==> src/rtl/sound_pkg.sv <==
// Shared constants and types for the APU frame sequencer and its channel
// length counters.
package sound_pkg;

    localparam int CH1    = 0;
    localparam int CH2    = 1;
    localparam int CH3    = 2;    // wave channel, 8-bit length
    localparam int CH4    = 3;
    localparam int NUM_CH = 4;

    localparam int DEF_CLK_DIV       = 64453;
    localparam int DEF_LEN_MAX_SHORT = 64;
    localparam int DEF_LEN_MAX_WAVE  = 256;

    typedef enum logic [2:0] {
        STEP_0, STEP_1, STEP_2, STEP_3, STEP_4, STEP_5, STEP_6, STEP_7
    } step_e;

    typedef struct packed {
        logic len;
        logic sweep;
        logic env;
    } strobe_t;

    // Strobes fired when the divider wraps while sitting in the indexed step.
    localparam strobe_t STEP_STROBES [8] = '{
        strobe_t'(3'b100), strobe_t'(3'b000), strobe_t'(3'b110), strobe_t'(3'b000),
        strobe_t'(3'b100), strobe_t'(3'b000), strobe_t'(3'b110), strobe_t'(3'b001)
    };

    function automatic step_e step_next(input step_e s);
        return step_e'(s + 3'd1);
    endfunction

endpackage

==> src/rtl/sound_length_counter.sv <==
// One channel's length counter and on/off flag.
// Load and trigger both take priority over a length tick in the same cycle.
module sound_length_counter
    import sound_pkg::*;
#(
    parameter int LEN_MAX = DEF_LEN_MAX_SHORT,
    parameter int DATA_W  = 6
) (
    input  logic              i_clk,
    input  logic              i_rst_n,
    input  logic              i_apu_en,
    input  logic              i_load,
    input  logic [DATA_W-1:0] i_len_data,
    input  logic              i_trig,
    input  logic              i_tick,
    input  logic              i_len_en,
    input  logic              i_dac_off,
    output logic              o_on
);

    localparam logic [8:0] MAX_VAL = 9'(LEN_MAX);

    logic [8:0] r_cnt;
    logic       r_on;
    logic [8:0] w_load_val;
    logic [8:0] w_cnt_base;
    logic [8:0] w_cnt_nxt;
    logic       w_on_nxt;

    assign w_load_val = MAX_VAL - 9'(i_len_data);

    always_comb begin
        // A trigger sees the freshly loaded value, so load+trigger never reloads max.
        w_cnt_base = i_load ? w_load_val : r_cnt;
        w_cnt_nxt  = w_cnt_base;
        w_on_nxt   = r_on;
        if (i_trig) begin
            if (w_cnt_base == 9'd0) begin
                w_cnt_nxt = MAX_VAL;
            end
            w_on_nxt = 1'b1;
        end else if (!i_load && i_tick && i_len_en && (r_cnt != 9'd0)) begin
            w_cnt_nxt = r_cnt - 9'd1;
            if (r_cnt == 9'd1) begin
                w_on_nxt = 1'b0;
            end
        end
        if (i_dac_off) begin
            w_on_nxt = 1'b0;
        end
    end

    always_ff @(posedge i_clk or negedge i_rst_n) begin
        if (!i_rst_n) begin
            r_cnt <= 9'd0;
            r_on  <= 1'b0;
        end else if (!i_apu_en) begin
            r_cnt <= 9'd0;
            r_on  <= 1'b0;
        end else begin
            r_cnt <= w_cnt_nxt;
            r_on  <= w_on_nxt;
        end
    end

    assign o_on = r_on;

endmodule

==> src/rtl/sound_frame_sequencer.sv <==
// APU frame sequencer: divides I_CLK to the 512 Hz frame rate, steps an
// 8-phase sequencer, issues length/sweep/envelope strobes, owns length counters.
//   step | strobes at wrap
//   0,4  | len          2,6 | len + sweep
//   7    | env          odd | none (except 7)
module sound_frame_sequencer
    import sound_pkg::*;
#(
    parameter int CLK_DIV       = DEF_CLK_DIV,
    parameter int LEN_MAX_SHORT = DEF_LEN_MAX_SHORT,
    parameter int LEN_MAX_WAVE  = DEF_LEN_MAX_WAVE
) (
    input  logic       I_CLK,
    input  logic       I_RESET_L,
    input  logic       I_APU_EN,
    input  logic [3:0] I_TRIG,
    input  logic [3:0] I_LEN_LOAD,
    input  logic [7:0] I_LEN_DATA,
    input  logic [3:0] I_LEN_EN,
    input  logic [3:0] I_CH_DAC_OFF,
    output logic       O_LEN_TICK,
    output logic       O_SWEEP_TICK,
    output logic       O_ENV_TICK,
    output logic [2:0] O_STEP,
    output logic [3:0] O_CH_ON
);

    localparam int              DIV_W    = $clog2(CLK_DIV);
    localparam logic [DIV_W-1:0] DIV_LAST = DIV_W'(CLK_DIV - 1);

    logic [DIV_W-1:0] r_div;
    step_e            r_step;
    step_e            w_step_nxt;
    logic             w_wrap;
    strobe_t          w_strobe;
    logic             r_len_tick;
    logic             r_sweep_tick;
    logic             r_env_tick;
    logic [3:0]       w_ch_on;

    assign w_wrap = I_APU_EN && (r_div == DIV_LAST);

    always_ff @(posedge I_CLK or negedge I_RESET_L) begin
        if (!I_RESET_L) begin
            r_div <= '0;
        end else if (!I_APU_EN || w_wrap) begin
            r_div <= '0;
        end else begin
            r_div <= r_div + 1'b1;
        end
    end

    always_ff @(posedge I_CLK or negedge I_RESET_L) begin
        if (!I_RESET_L) begin
            r_step <= STEP_0;
        end else begin
            r_step <= w_step_nxt;
        end
    end

    always_comb begin
        w_step_nxt = r_step;
        w_strobe   = '0;
        if (!I_APU_EN) begin
            w_step_nxt = STEP_0;
        end else if (w_wrap) begin
            w_step_nxt = step_next(r_step);
            w_strobe   = STEP_STROBES[r_step];
        end
    end

    always_ff @(posedge I_CLK or negedge I_RESET_L) begin
        if (!I_RESET_L) begin
            r_len_tick   <= 1'b0;
            r_sweep_tick <= 1'b0;
            r_env_tick   <= 1'b0;
        end else begin
            r_len_tick   <= w_strobe.len;
            r_sweep_tick <= w_strobe.sweep;
            r_env_tick   <= w_strobe.env;
        end
    end

    // Counters use the unregistered strobe so a channel-off lands with O_LEN_TICK.
    for (genvar c = 0; c < NUM_CH; c++) begin : g_len
        localparam bit IS_WAVE = (c == CH3);
        localparam int DW      = IS_WAVE ? 8 : 6;

        sound_length_counter #(
            .LEN_MAX (IS_WAVE ? LEN_MAX_WAVE : LEN_MAX_SHORT),
            .DATA_W  (DW)
        ) u_len (
            .i_clk      (I_CLK),
            .i_rst_n    (I_RESET_L),
            .i_apu_en   (I_APU_EN),
            .i_load     (I_LEN_LOAD[c]),
            .i_len_data (I_LEN_DATA[DW-1:0]),
            .i_trig     (I_TRIG[c]),
            .i_tick     (w_strobe.len),
            .i_len_en   (I_LEN_EN[c]),
            .i_dac_off  (I_CH_DAC_OFF[c]),
            .o_on       (w_ch_on[c])
        );
    end

    assign O_LEN_TICK   = r_len_tick;
    assign O_SWEEP_TICK = r_sweep_tick;
    assign O_ENV_TICK   = r_env_tick;
    assign O_STEP       = r_step;
    assign O_CH_ON      = w_ch_on;

endmodule

==> config.mk <==
export PLATFORM = sky130hd
export DESIGN_NAME = sound_frame_sequencer
export DESIGN_NICKNAME = d
export VERILOG_FILES = /design/src/rtl/sound_pkg.sv /design/src/rtl/sound_length_counter.sv /design/src/rtl/sound_frame_sequencer.sv
export SDC_FILE = /design/constraint.sdc
export NUM_CORES = 1
export LEC_CHECK = 0
export ABC_AREA = 1
export ABC_CLOCK_PERIOD_IN_PS = 1550
export CAP_MARGIN = 20
export CORE_UTILIZATION = 53
export DETAILED_ROUTE_END_ITERATION = 10
export GPL_TIMING_DRIVEN = 1
export PLACE_DENSITY = 0.83
export SLEW_MARGIN = 20
export SYNTH_ARGS = -nofsm -noshare
export SYNTH_HDL_FRONTEND = slang
export SYNTH_SLANG_ARGS = --single-unit
export TNS_END_PERCENT = 100
==> constraint.sdc <==
create_clock -name I_CLK -period 1.55 [get_ports I_CLK]
set_input_delay 0.31 -clock I_CLK [delete_from_list [all_inputs] [get_ports I_CLK]]
set_output_delay 0.31 -clock I_CLK [all_outputs]
set_load 0.01 [all_outputs]
==> metrics.log, run 1 <==
INFO  metric run_status = finished with violations
INFO  metric failed_checks = setup timing
INFO  metric layoutNonFillerInstCount = 988
INFO  metric finalWorstSetupSlack = -0.4196 ns
INFO  metric gr_util_all_layers = 36.35%
INFO  metric clk_latency = ~0.35 ns
INFO  metric synthXorXnorAreaFrac = 4.842%
INFO  metric cts.root.buffer_cell = clkbuf_8
INFO  metric die_area = 8905 sq um
INFO  metric critical_path.max_fanout = 6
INFO  metric path_delay_family = simple AND/OR/NAND/NOR gates
INFO  metric final.setup_skew = 0.007396 ns
INFO  metric synth-edff-count = 0
INFO  metric dr_total_vias = ~5800
INFO  metric io_pins = 37
INFO  metric placedCellCount = 948
INFO  metric final_common_cell = buf_4
INFO  metric crit_chain = nand2_1 -> inv_1 -> nand2_2 -> nor2_2 -> nand3_2 -> nor2_4 -> buf_6 -> nand3_4 -> buf_6 -> nand2_2 -> nand3_2 -> nand2_1 -> inv_1
INFO  metric globalRoute.totalOverflow = 0
INFO  metric netlist_instances = 657
INFO  metric syn-mean-instance-area = between 6 and 7 sq um
INFO  metric vias_per_cell = 5.871
INFO  metric worst_setup_path_start_kind = register
INFO  metric cpMaxStageDelayCell = dfrtp_1
INFO  metric insertedDiodeCount = 0
INFO  metric timing.final.crit_share = 127.1%
INFO  metric synthFlopType = dfrtp_1
INFO  metric r2r.worst_path.cells = 13
INFO  metric clkSinkCount = 62
INFO  metric portBuffers = 36
INFO  metric ant_nets = 0
INFO  metric cp_num_buf_inv = 4
INFO  metric total_power_per_unit_cell_area = 674.3 nW/um^2
INFO  metric min_period = 1.970 ns
INFO  metric filler_cells_inserted = 436
INFO  metric route.detailed.wl_per_inst = around 18 um
INFO  metric crit_required = 1.79 ns
INFO  metric dpl_cell_area = 6206 sq um
INFO  metric leakage = 3.697 nW
INFO  metric slew-limit-headroom = 68.72%
INFO  metric post_route_cells_drive_above_1_share = 38.51%
INFO  metric netlist.top_cell.by_area = dfrtp_1
INFO  metric rsz_0062_raised_after_global_routing = yes
INFO  metric fp.dieW = 94.37 um
INFO  metric cp_data_arrival_time = 2.21 ns
INFO  metric synth_mux_area_share = 0%
INFO  metric worst_pin_slew = 0.4643 ns
INFO  metric fin_total_pwr = 4.786 mW
INFO  metric drv.max_cap_violation_count = 0
INFO  metric buffers_from_clock_root_to_sink_at_most = 2
INFO  metric ys_seq_elements = 62
INFO  metric cts_clk_pin_slew_worst_paths = 0.07 ns
INFO  metric final_nets = 922
INFO  metric htree_num_levels = 3
INFO  metric final_design_area_no_fill = between 7000 and 8000 sq um
INFO  metric combinational_family_with_the_most_area_after_synthesis = simple AND/OR/NAND/NOR gates
INFO  metric place_ws = -0.6801 ns
INFO  metric synth_compound_area_share = 11.21%
INFO  metric drt_iter0_markers = 434
INFO  metric layout_common_cells = buf_4 (179), nand2_1 (135), inv_1 (77)
INFO  metric synthSimpleGateAreaFrac = 34.73%
INFO  metric critical_path_cell_count = 13
INFO  metric gp_routability_congestion = approximately 0.93
INFO  metric timing.final.setup_violations = 61
INFO  metric postRouteWirelength = 17720 um
INFO  metric hp-class = in2reg
INFO  metric grt_max_degree = 63
INFO  metric numCtsBuffers = 9
INFO  metric place_hpwl = between 10000 and 15000 um
INFO  metric worstHoldPathCells = 2
INFO  metric synth.cell_area = about 4500 sq um
INFO  metric critPathCaptureType = register
INFO  metric coreArea = 8217 sq um
INFO  metric netlist_top_cells_area = dfrtp_1 (34%), nand2_1 (13%), inv_1 (6.9%)
INFO  metric fin_tns_setup = -14.26 ns
INFO  metric yosys_warnings = 0
INFO  metric start_util = 55.03%
INFO  metric number_of_global_route_vias_before_repair = 5571
INFO  metric max-vdd-ir-drop = 0.0005051 V
INFO  metric num_rows = 33
INFO  metric layout-area-overhead-vs-synth = 56.95%
INFO  metric die_h = about 94 um
INFO  metric synth.net_count = 700
INFO  metric hold_violations = 0
INFO  metric slew_violations = 0
INFO  metric grt_first_pass_wirelength = around 25000 um
INFO  metric worstSetupPathType = reg2reg
INFO  metric cts_tree = yes
INFO  metric synth_sequential_area_ratio = 34.31%
INFO  metric synth_fa_ha_area_share = 4.427%
INFO  metric synth.top_cell.area_share = 34.31%
INFO  metric detailedRoute.firstPassIterationCount = 5
INFO  metric fmax = a little over 500 MHz
INFO  metric number_of_distinct_standard_cells_referenced_by_the_synthesized_netlist = 42
INFO  metric antenna_found_initial = 0
INFO  metric slowest_delay = 0.37 ns
INFO  metric post-route-drc-count = 0
INFO  metric async_flop_share = between 90% and 100%
-- worst paths after layout --
path / slack (ns) / to / from
min in group asynchronous: 0.50 / g_len[1].u_len.r_cnt[3]$_DFF_PN0_ / I_RESET_L
max in group asynchronous: 0.73 / O_STEP[0]$_DFFE_PN0N_ / I_RESET_L
max reg2reg: -0.42 / g_len[0].u_len.r_cnt[6]$_DFF_PN0_ / r_div[12]$_DFF_PN0_
min: 0.48 / g_len[3].u_len.o_on$_DFFE_PN0P_ / I_CH_DAC_OFF[3]
min reg2reg: 0.54 / r_div[13]$_DFF_PN0_ / r_div[13]$_DFF_PN0_
max: -0.42 / g_len[0].u_len.r_cnt[6]$_DFF_PN0_ / r_div[12]$_DFF_PN0_
-- worst register-to-register path: cells and delay by family (launching register included) --
family        cells  cell delay (ns)
simple gates      9             0.99
buf+inv           4             0.49
flops             1             0.37
-- layer usage --
layer	track usage (%)	vias up	part of all wire, %
li1	-	2560	-
met1	38.97	2764	35
met2	68.36	347	51
met3	6.200	130	7.4
met4	17.69	0	6.3
met5	0	-	0
-- final cells by class --
class	count	area, sq um	area share [%]
sequential	62	1553	21.88
tap	105	131.4	1.851
clock buffer	12	155.1	2.186
inverter	93	377.9	5.324
clock inverter	3	67.56	0.9520
timing repair buffer	227	1851	26.08
multi-input combinational	486	2962	41.73
-- cell families (layout without fill, tap and decap cells) --
kind of cell | after synthesis | count (layout)
buffers and inverters | 109 | 335
adders and majority gates | 16 | 16
xor gates and xnor gates | 25 | 25
and+or+nand+nor | 352 | 352
DFF | 62 | 62
AOI/OAI and AO/OA | 93 | 93
-- stage by stage --
step,hold WS [ns],util [%]
after global routing,0.4833,86.37
after detailed placement,0.3539,75.53
after floorplan,0.01441,-
after global placement,0.3515,75.53
final,0.4835,86.37
after CTS,0.4792,82.14
-- synth_stat cells, types with 8 or more instances --
cell / count
nand2_1: 159
inv_1: 83
nor2_1: 83
dfrtp_1: 62
nand3_1: 58
o21ai_0: 43
a21oi_1: 31
xor2_1: 18
ha_1: 16
nand4_1: 16
nor3_1: 10
o21ai_1: 8
-- state kept, by name, indices dropped and copies added (netlist names) --
register / count
O_ENV_TICK: 1
O_LEN_TICK: 1
O_STEP: 3
O_SWEEP_TICK: 1
g_len.u_len.o_on: 4
g_len.u_len.r_cnt: 36
r_div: 16
-- timing repair --
item | in CTS | in global routing
gates cloned | 0 | 1
buffers inserted | 14 | 10
setup endpoints to repair | 60 | 61
hold endpoints to repair | 56 | 0
gates resized for setup | 81 | 87
pin swaps | 16 | 28
hold buffers | 1 | 0
-- power by group --
| group | switching (mW) | internal [mW] |
|---|---|---|
| clock | 0.694 | 0.986 |
| combinational | 0.758 | 0.616 |
| sequential | 0.0489 | 1.68 |
No activity file was read; power rests on OpenSTA's default activity.
==> run 2: changes to the inputs <==
CORE_ASPECT_RATIO = 0.5   (was unset)
==> metrics.log, run 2 (synthesis gave the netlist of run 1 again) <==
INFO  metric run_status = finished with violations
INFO  metric failed_checks = setup timing
INFO  metric met3_wirelength_from_detailed_routing = 1718 um (+30%)
INFO  metric clkSinkCount = 62 (unchanged)
INFO  metric io_pins = 37 (unchanged)
INFO  metric placedCellCount = 946 (-0.21%)
INFO  metric post-route-drc-count = 0 (unchanged)
INFO  metric route.detailed.wl_per_inst = 17.68 um (-1.4%)
INFO  metric drt_iter0_markers = 678 (+56%)
INFO  metric critPathCaptureType = register
INFO  metric cts_clk_pin_slew_worst_paths = 0.06 ns (about the same)
INFO  metric hold_slack = 0.4356 ns (-0.04786 ns)
INFO  metric layout_common_cells = buf_4 (161), nand2_1 (142), inv_1 (77)
INFO  metric num_rows = 23 (-30%)
INFO  metric fin_total_pwr = 5.057 mW (+5.7%)
INFO  metric detailedRoute.firstPassIterationCount = 6 (+1)
INFO  metric clk_latency = 0.35 ns (about the same)
INFO  metric switching_power = 1.573 mW (+4.8%)
INFO  metric vias_per_cell = 5.786 (-1.5%)
INFO  metric hold_violations = 0 (unchanged)
INFO  metric slew-limit-headroom = 64.98% (-3.7 points)
INFO  metric dr.max_layer_used = met4
INFO  metric drv.max_cap_violation_count = 0 (unchanged)
INFO  metric hp-class = in2async
INFO  metric power.share.clock = 39.1% (+4.0 points)
INFO  metric slew_violations = 0 (unchanged)
INFO  metric htree_num_levels = 3 (unchanged)
INFO  metric insertedDiodeCount = 0 (unchanged)
INFO  metric largest_register_ffs = 36 (unchanged)
INFO  metric share_seq_of_total_power = 34.4% (-1.8 points)
INFO  metric postRouteWirelength = 17270 um (-2.5%)
INFO  metric fmax = 500.3 MHz (-1.5%)
INFO  metric post_route_cells_drive_above_1_share = 33.87% (-4.6 points)
INFO  metric registers.top_by_ff_count = g_len.u_len.r_cnt
INFO  metric worst_setup_path_start_kind = register
INFO  metric grt_first_pass_wirelength = 25140 um (+0.97%)
INFO  metric cts_tree = yes
INFO  metric grt_max_degree = 22 (-65%)
INFO  metric ant_nets = 0 (unchanged)
INFO  metric coreArea = 8144 sq um (-0.88%)
INFO  metric worstSetupPathType = reg2reg
INFO  metric fin_tns_setup = -15.42 ns (-1.156 ns)
INFO  metric dr_total_vias = 5653 (-2.6%)
INFO  metric gr_util_all_layers = 36.70% (+0.35 points)
INFO  metric timing.final.setup_violations = 61 (unchanged)
INFO  metric final_common_cell = buf_4
INFO  metric buffers_from_clock_root_to_sink_at_most = 2 (unchanged)
INFO  metric gp_routability_congestion = 0.9300 (+0.11%)
INFO  metric min_period = 1.999 ns (+0.02932 ns)
INFO  metric fp.dieW = 132.6 um (+41%)
INFO  metric worst_pin_slew = 0.5197 ns (+0.05547 ns)
INFO  metric cp_data_arrival_time = 2.28 ns (+0.07 ns)
INFO  metric total_power_per_unit_cell_area = 728.6 nW/um^2 (+8.0%)
INFO  metric portBuffers = 36 (unchanged)
INFO  metric final_nets = 904 (-2.0%)
INFO  metric cts.root.buffer_cell = clkbuf_16
INFO  metric place_ws = -0.7009 ns (-0.02088 ns)
INFO  metric layoutNonFillerInstCount = 977 (-1.1%)
INFO  metric timing.final.crit_share = 129.0% (+1.9 points)
INFO  metric internal-power = 3.484 mW (+6.1%)
INFO  metric combinationalPowerShare = 26.6% (-2.1 points)
INFO  metric layout-area-overhead-vs-synth = 53.49%
INFO  metric switching_share = 31.11% (-0.26 points)
INFO  metric rsz_0062_raised_after_global_routing = yes
INFO  metric numCtsBuffers = 9 (unchanged)
INFO  metric final.setup_skew = 0.008851 ns (+0.001455 ns)
INFO  metric critical_path.max_fanout = 10 (+4)
INFO  metric crit_required = 1.83 ns (+0.04 ns)
INFO  metric start_util = 55.52% (+0.49 points)
INFO  metric number_of_global_route_vias_before_repair = 5410 (-2.9%)
INFO  metric antenna_found_initial = 0 (unchanged)
INFO  metric max-vdd-ir-drop = 0.0006033 V (+19%)
INFO  metric finalWorstSetupSlack = -0.4490 ns (-0.02932 ns)
INFO  metric place_hpwl = 10270 um (-2.0%)
INFO  metric globalRoute.totalOverflow = 0 (unchanged)
INFO  metric met1_length = 6413 um (+3.3%)
INFO  metric die_h = 67.32 um (-29%)
INFO  metric die_area = 8928 sq um (+0.26%)
INFO  metric leakage = 3.614 nW (-2.2%)
INFO  metric dr_wl_met2 = 8311 um (-8.4%)
==> run 2: timing repair <==
item | CTS | global route
buffers inserted | 11 | 10
hold buffers | 1 | 0
resized for setup | 60 | 66
gates cloned | 1 | 0
setup endpoints to repair | 63 | 64
pin swaps | 17 | 19
endpoints found under the hold margin | 12 | 0
==> run 2: final timing paths <==
kind | from | to | slack (ns) | depth (start not counted)
max in group asynchronous | I_RESET_L | r_div[1]$_DFF_PN0_ | 0.62 | 3
min | I_RESET_L | r_div[12]$_DFF_PN0_ | 0.44 | 2
max | r_div[1]$_DFF_PN0_ | g_len[3].u_len.r_cnt[8]$_DFF_PN0_ | -0.45 | 11
min in group I_CLK | g_len[1].u_len.o_on$_DFFE_PN0P_ | g_len[1].u_len.o_on$_DFFE_PN0P_ | 0.52 | 2
max reg2reg | r_div[1]$_DFF_PN0_ | g_len[3].u_len.r_cnt[8]$_DFF_PN0_ | -0.45 | 11
min reg2reg | g_len[1].u_len.o_on$_DFFE_PN0P_ | g_len[1].u_len.o_on$_DFFE_PN0P_ | 0.52 | 2
==> run 2: through the flow <==
| stage | utilization, % | cell area, sq um |
|---|---|---|
| 2_1_floorplan | - | 4563 |
| 3_3_place_gp | 75.63 | 6160 |
| 3_5_place_dp | 75.63 | 6160 |
| 4_1_cts | 82.16 | 6691 |
| 5_1_grt | 85.22 | 6940 |
| 6_report | 85.22 | 6940 |
==> run 2: cell type report <==
| cell class | count | area (sq um) |
|---|---|---|
| sequential | 62 | 1553 |
| inverter | 93 | 372.9 |
| clock inverter | 1 | 5.005 |
| clock buffer | 14 | 274.0 |
| timing repair buffer | 209 | 1744 |
| fill | 387 | 1204 |
| tap | 112 | 140.1 |
| multi-input combinational | 486 | 2851 |
==> run 2: routing by layer <==
metal / up-vias / track usage (%)
li1: 2524 / -
met1: 2614 / 40.11
met2: 404 / 68.49
met3: 111 / 9.459
met4: 0 / 18.39
met5: - / 0
==> run 2: power groups by stage <==
stage	Sequential [mW]	Clock (mW)	Combinational, mW
5_1_grt	1.74	2.04	1.44
4_1_cts	1.73	1.94	1.24
3_5_place_dp	1.76	0	1.16
3_3_place_gp	1.75	0	1.12
2_1_floorplan	1.76	0	0.580
6_report	1.74	1.98	1.34
==> run 2: worst max-delay path, stage by stage, from the launching register on <==
cell and delay [ns]:
dfrtp_1 0.40, inv_2 0.08, ha_4 0.13, nand4_1 0.10, nor2_2 0.18, nand3_2 0.12, nor2_4 0.19, buf_12 0.18
nand2_8 0.10, o21ai_1 0.24, nor2_1 0.11, nor2_1 0.09
==> run 3: changes to the inputs <==
GPL_TIMING_DRIVEN = 0   (was 1)
==> metrics.log, run 3 (synthesis gave the netlist of run 1 again) <==
INFO  metric run_status = finished with violations
INFO  metric failed_checks = setup timing
INFO  metric drv.max_cap_violation_count = 0 (unchanged)
INFO  metric detailedRoute.firstPassIterationCount = 7 (+1)
INFO  metric slowest_delay = 0.38 ns (-0.02 ns)
INFO  metric clk_latency = 0.34 ns (about the same)
INFO  metric portBuffers = 33 (-8.3%)
INFO  metric cp_data_arrival_time = 2.13 ns (-0.15 ns)
INFO  metric fp.dieW = 132.6 um (unchanged)
INFO  metric die_h = 67.32 um (unchanged)
INFO  metric io_pins = 37 (unchanged)
INFO  metric timing.final.setup_violations = 52 (-15%)
INFO  metric antenna_found_initial = 0 (unchanged)
INFO  metric hold_violations = 0 (unchanged)
INFO  metric gr_util_all_layers = 29.36% (-7.3 points)
INFO  metric worst_setup_path_start_kind = register
INFO  metric dpl_cell_area = 5059 sq um (-18%)
INFO  metric leakage = 3.014 nW (-17%)
INFO  metric cp_num_buf_inv = 3 (+1)
INFO  metric crit_required = 1.75 ns (-0.08 ns)
INFO  metric area.sequential = 1553 sq um (unchanged)
INFO  metric min_period = 1.934 ns (-0.06484 ns)
INFO  metric cts_clk_pin_slew_worst_paths = 0.06 ns (about the same)
INFO  metric total_power_per_unit_cell_area = 765.4 nW/um^2 (+5.0%)
INFO  metric post-route-drc-count = 0 (unchanged)
INFO  metric worst_pin_slew = 0.6658 ns (+0.1460 ns)
INFO  metric post_route_cells_drive_above_1_share = 27.26% (-6.6 points)
INFO  metric path_delay_family = compound AO/OA/AOI/OAI gates
INFO  metric htree_num_levels = 3 (unchanged)
INFO  metric multiInputGateArea = 2927 sq um (+2.6%)
INFO  metric place_ws = -0.9505 ns (-0.2496 ns)
INFO  metric insertedDiodeCount = 0 (unchanged)
INFO  metric cpMaxStageDelayCell = dfrtp_1
INFO  metric final_common_cell = nand2_1
INFO  metric worstSetupPathType = reg2reg
INFO  metric route.detailed.wl_per_inst = 16.06 um (-9.2%)
INFO  metric final_core_util = 75.37% (-9.8 points)
INFO  metric numCtsBuffers = 9 (unchanged)
INFO  metric registers.top_by_ff_count = g_len.u_len.r_cnt
INFO  metric worst_path_most_repeated_cell = inv_1
INFO  metric fin_tns_setup = -11.60 ns (+3.819 ns)
INFO  metric dr_total_vias = 4950 (-12%)
INFO  metric timing.final.crit_share = 124.8% (-4.2 points)
INFO  metric max-vdd-ir-drop = 0.0006139 V (+1.7%)
INFO  metric slew-limit-headroom = 55.61% (-9.4 points)
INFO  metric postRouteWirelength = 13870 um (-20%)
INFO  metric place_hpwl = 8007 um (-22%)
INFO  metric coreArea = 8144 sq um (unchanged)
INFO  metric layout_common_cells = nand2_1 (136), inv_1 (71), dfrtp_1 (61), nor2_1 (61), nand3_1 (42)
INFO  metric grt_max_degree = 50 (+130%)
INFO  metric final.setup_skew = 0.008204 ns (-0.0006476 ns)
INFO  metric grt_first_pass_wirelength = 20320 um (-19%)
INFO  metric hold_slack = 0.3504 ns (-0.08524 ns)
INFO  metric die_area = 8928 sq um (unchanged)
INFO  metric num_rows = 23 (unchanged)
INFO  metric drt_iter0_markers = 446 (-34%)
INFO  metric cts.root.buffer_cell = clkbuf_16
INFO  metric fmax = 517.0 MHz (+3.4%)
INFO  metric rsz_0062_raised_after_global_routing = yes
INFO  metric crit_chain = inv_1 -> ha_1 -> nand2_1 -> inv_1 -> a31oi_4 -> nand3_4 -> buf_4 -> o21ai_1 -> a21oi_1
INFO  metric filler_cells_inserted = 535 (+38%)
INFO  metric number_of_global_route_vias_before_repair = 4357 (-19%)
INFO  metric hp-class = in2reg
INFO  metric final_design_area_no_fill = 6138 sq um (-12%)
INFO  metric final_nets = 791 (-13%)
INFO  metric globalRoute.totalOverflow = 0 (unchanged)
INFO  metric gp_routability_congestion = 0.9053 (-2.7%)
INFO  metric layout-area-overhead-vs-synth = 35.75%
INFO  metric critPathCaptureType = register
INFO  metric buffers_from_clock_root_to_sink_at_most = 2 (unchanged)
INFO  metric critical_path.max_fanout = 7 (-3)
INFO  metric clkSinkCount = 62 (unchanged)
INFO  metric largest_register_ffs = 36 (unchanged)
INFO  metric vias_per_cell = 5.729 (-0.98%)
INFO  metric finalWorstSetupSlack = -0.3841 ns (+0.06484 ns)
INFO  metric ant_nets = 0 (unchanged)
INFO  metric cts_tree = yes
INFO  metric slew_violations = 0 (unchanged)
INFO  metric start_util = 55.52% (unchanged)
## run 3: cell count changes in the layout (fill, tap and decap cells not counted), moves of 4 or more
cell	before	now
buf_4	161	40
inv_2	10	16
nand2_2	14	22
inv_1	77	71
nor2_4	3	7
clkbuf_1	2	6
nand2_1	142	136
nor2_2	13	19
nor2_1	71	61
buf_2	1	6
## run 3: tightest hold or removal path, stage by stage
cell and delay, ns:
buf_2 0.18, nand3_1 0.11, a21oi_1 0.04
## run 3: final cells by class
| type | instances | share of cell area (%) |
|---|---|---|
| Tap cell | 112 | 2.283 |
| Multi-Input combinational cell | 487 | 47.68 |
| Clock buffer | 14 | 4.301 |
| Clock inverter | 1 | 0.08153 |
| Buffer | 16 | 1.936 |
| Inverter | 93 | 6.135 |
| Sequential cell | 62 | 25.30 |
| Timing Repair Buffer | 79 | 12.29 |
## run 3: through the flow
step | power (mW) | instances
2_1_floorplan | 2.337 | 657
3_3_place_gp | 2.578 | 802
3_5_place_dp | 2.603 | 803
4_1_cts | 4.526 | 841
5_1_grt | 4.905 | 864
6_report | 4.698 | 864
## run 3: worst paths after layout
check	slack [ns]	to	from	depth (start not counted)
hold reg to reg	0.51	r_div[13]$_DFF_PN0_	r_div[13]$_DFF_PN0_	2
min in group asynchronous	0.39	O_STEP[2]$_DFFE_PN0N_	I_RESET_L	2
setup reg to reg	-0.38	g_len[0].u_len.r_cnt[5]$_DFF_PN0_	g_len[0].u_len.r_cnt[0]$_DFF_PN0_	9
setup / recovery	-0.38	g_len[0].u_len.r_cnt[5]$_DFF_PN0_	g_len[0].u_len.r_cnt[0]$_DFF_PN0_	9
max in group asynchronous	0.65	g_len[2].u_len.r_cnt[7]$_DFF_PN0_	I_RESET_L	3
hold / removal	0.35	g_len[0].u_len.r_cnt[7]$_DFF_PN0_	I_APU_EN	3
## run 3: timing repair
action                                  4_1_cts  5_1_grt
endpoints found under the setup margin       66       59
gates cloned                                  3        0
gates resized for setup                      74       82
hold buffers                                  1        0
buffers inserted                             19       23
endpoints found under the hold margin        13        0
pin swaps                                    17       21
## run 3: layer usage
metal | share of wire, % | track usage (%) | wire length (um)
met1 | 41 | 36.15 | 5703
met2 | 48 | 50.53 | 6591
met3 | 8.4 | 7.733 | 1159
met4 | 3.0 | 11.35 | 419
met5 | 0 | 0 | 0
## run 3: power breakdown
part | internal [mW] | switching [mW] | total [mW] | leakage (nW)
registers | 1.69 | 0.0702 | 1.76 | 0.836
logic | 0.421 | 0.646 | 1.07 | 2.05
clock network | 1.16 | 0.717 | 1.88 | 0.133
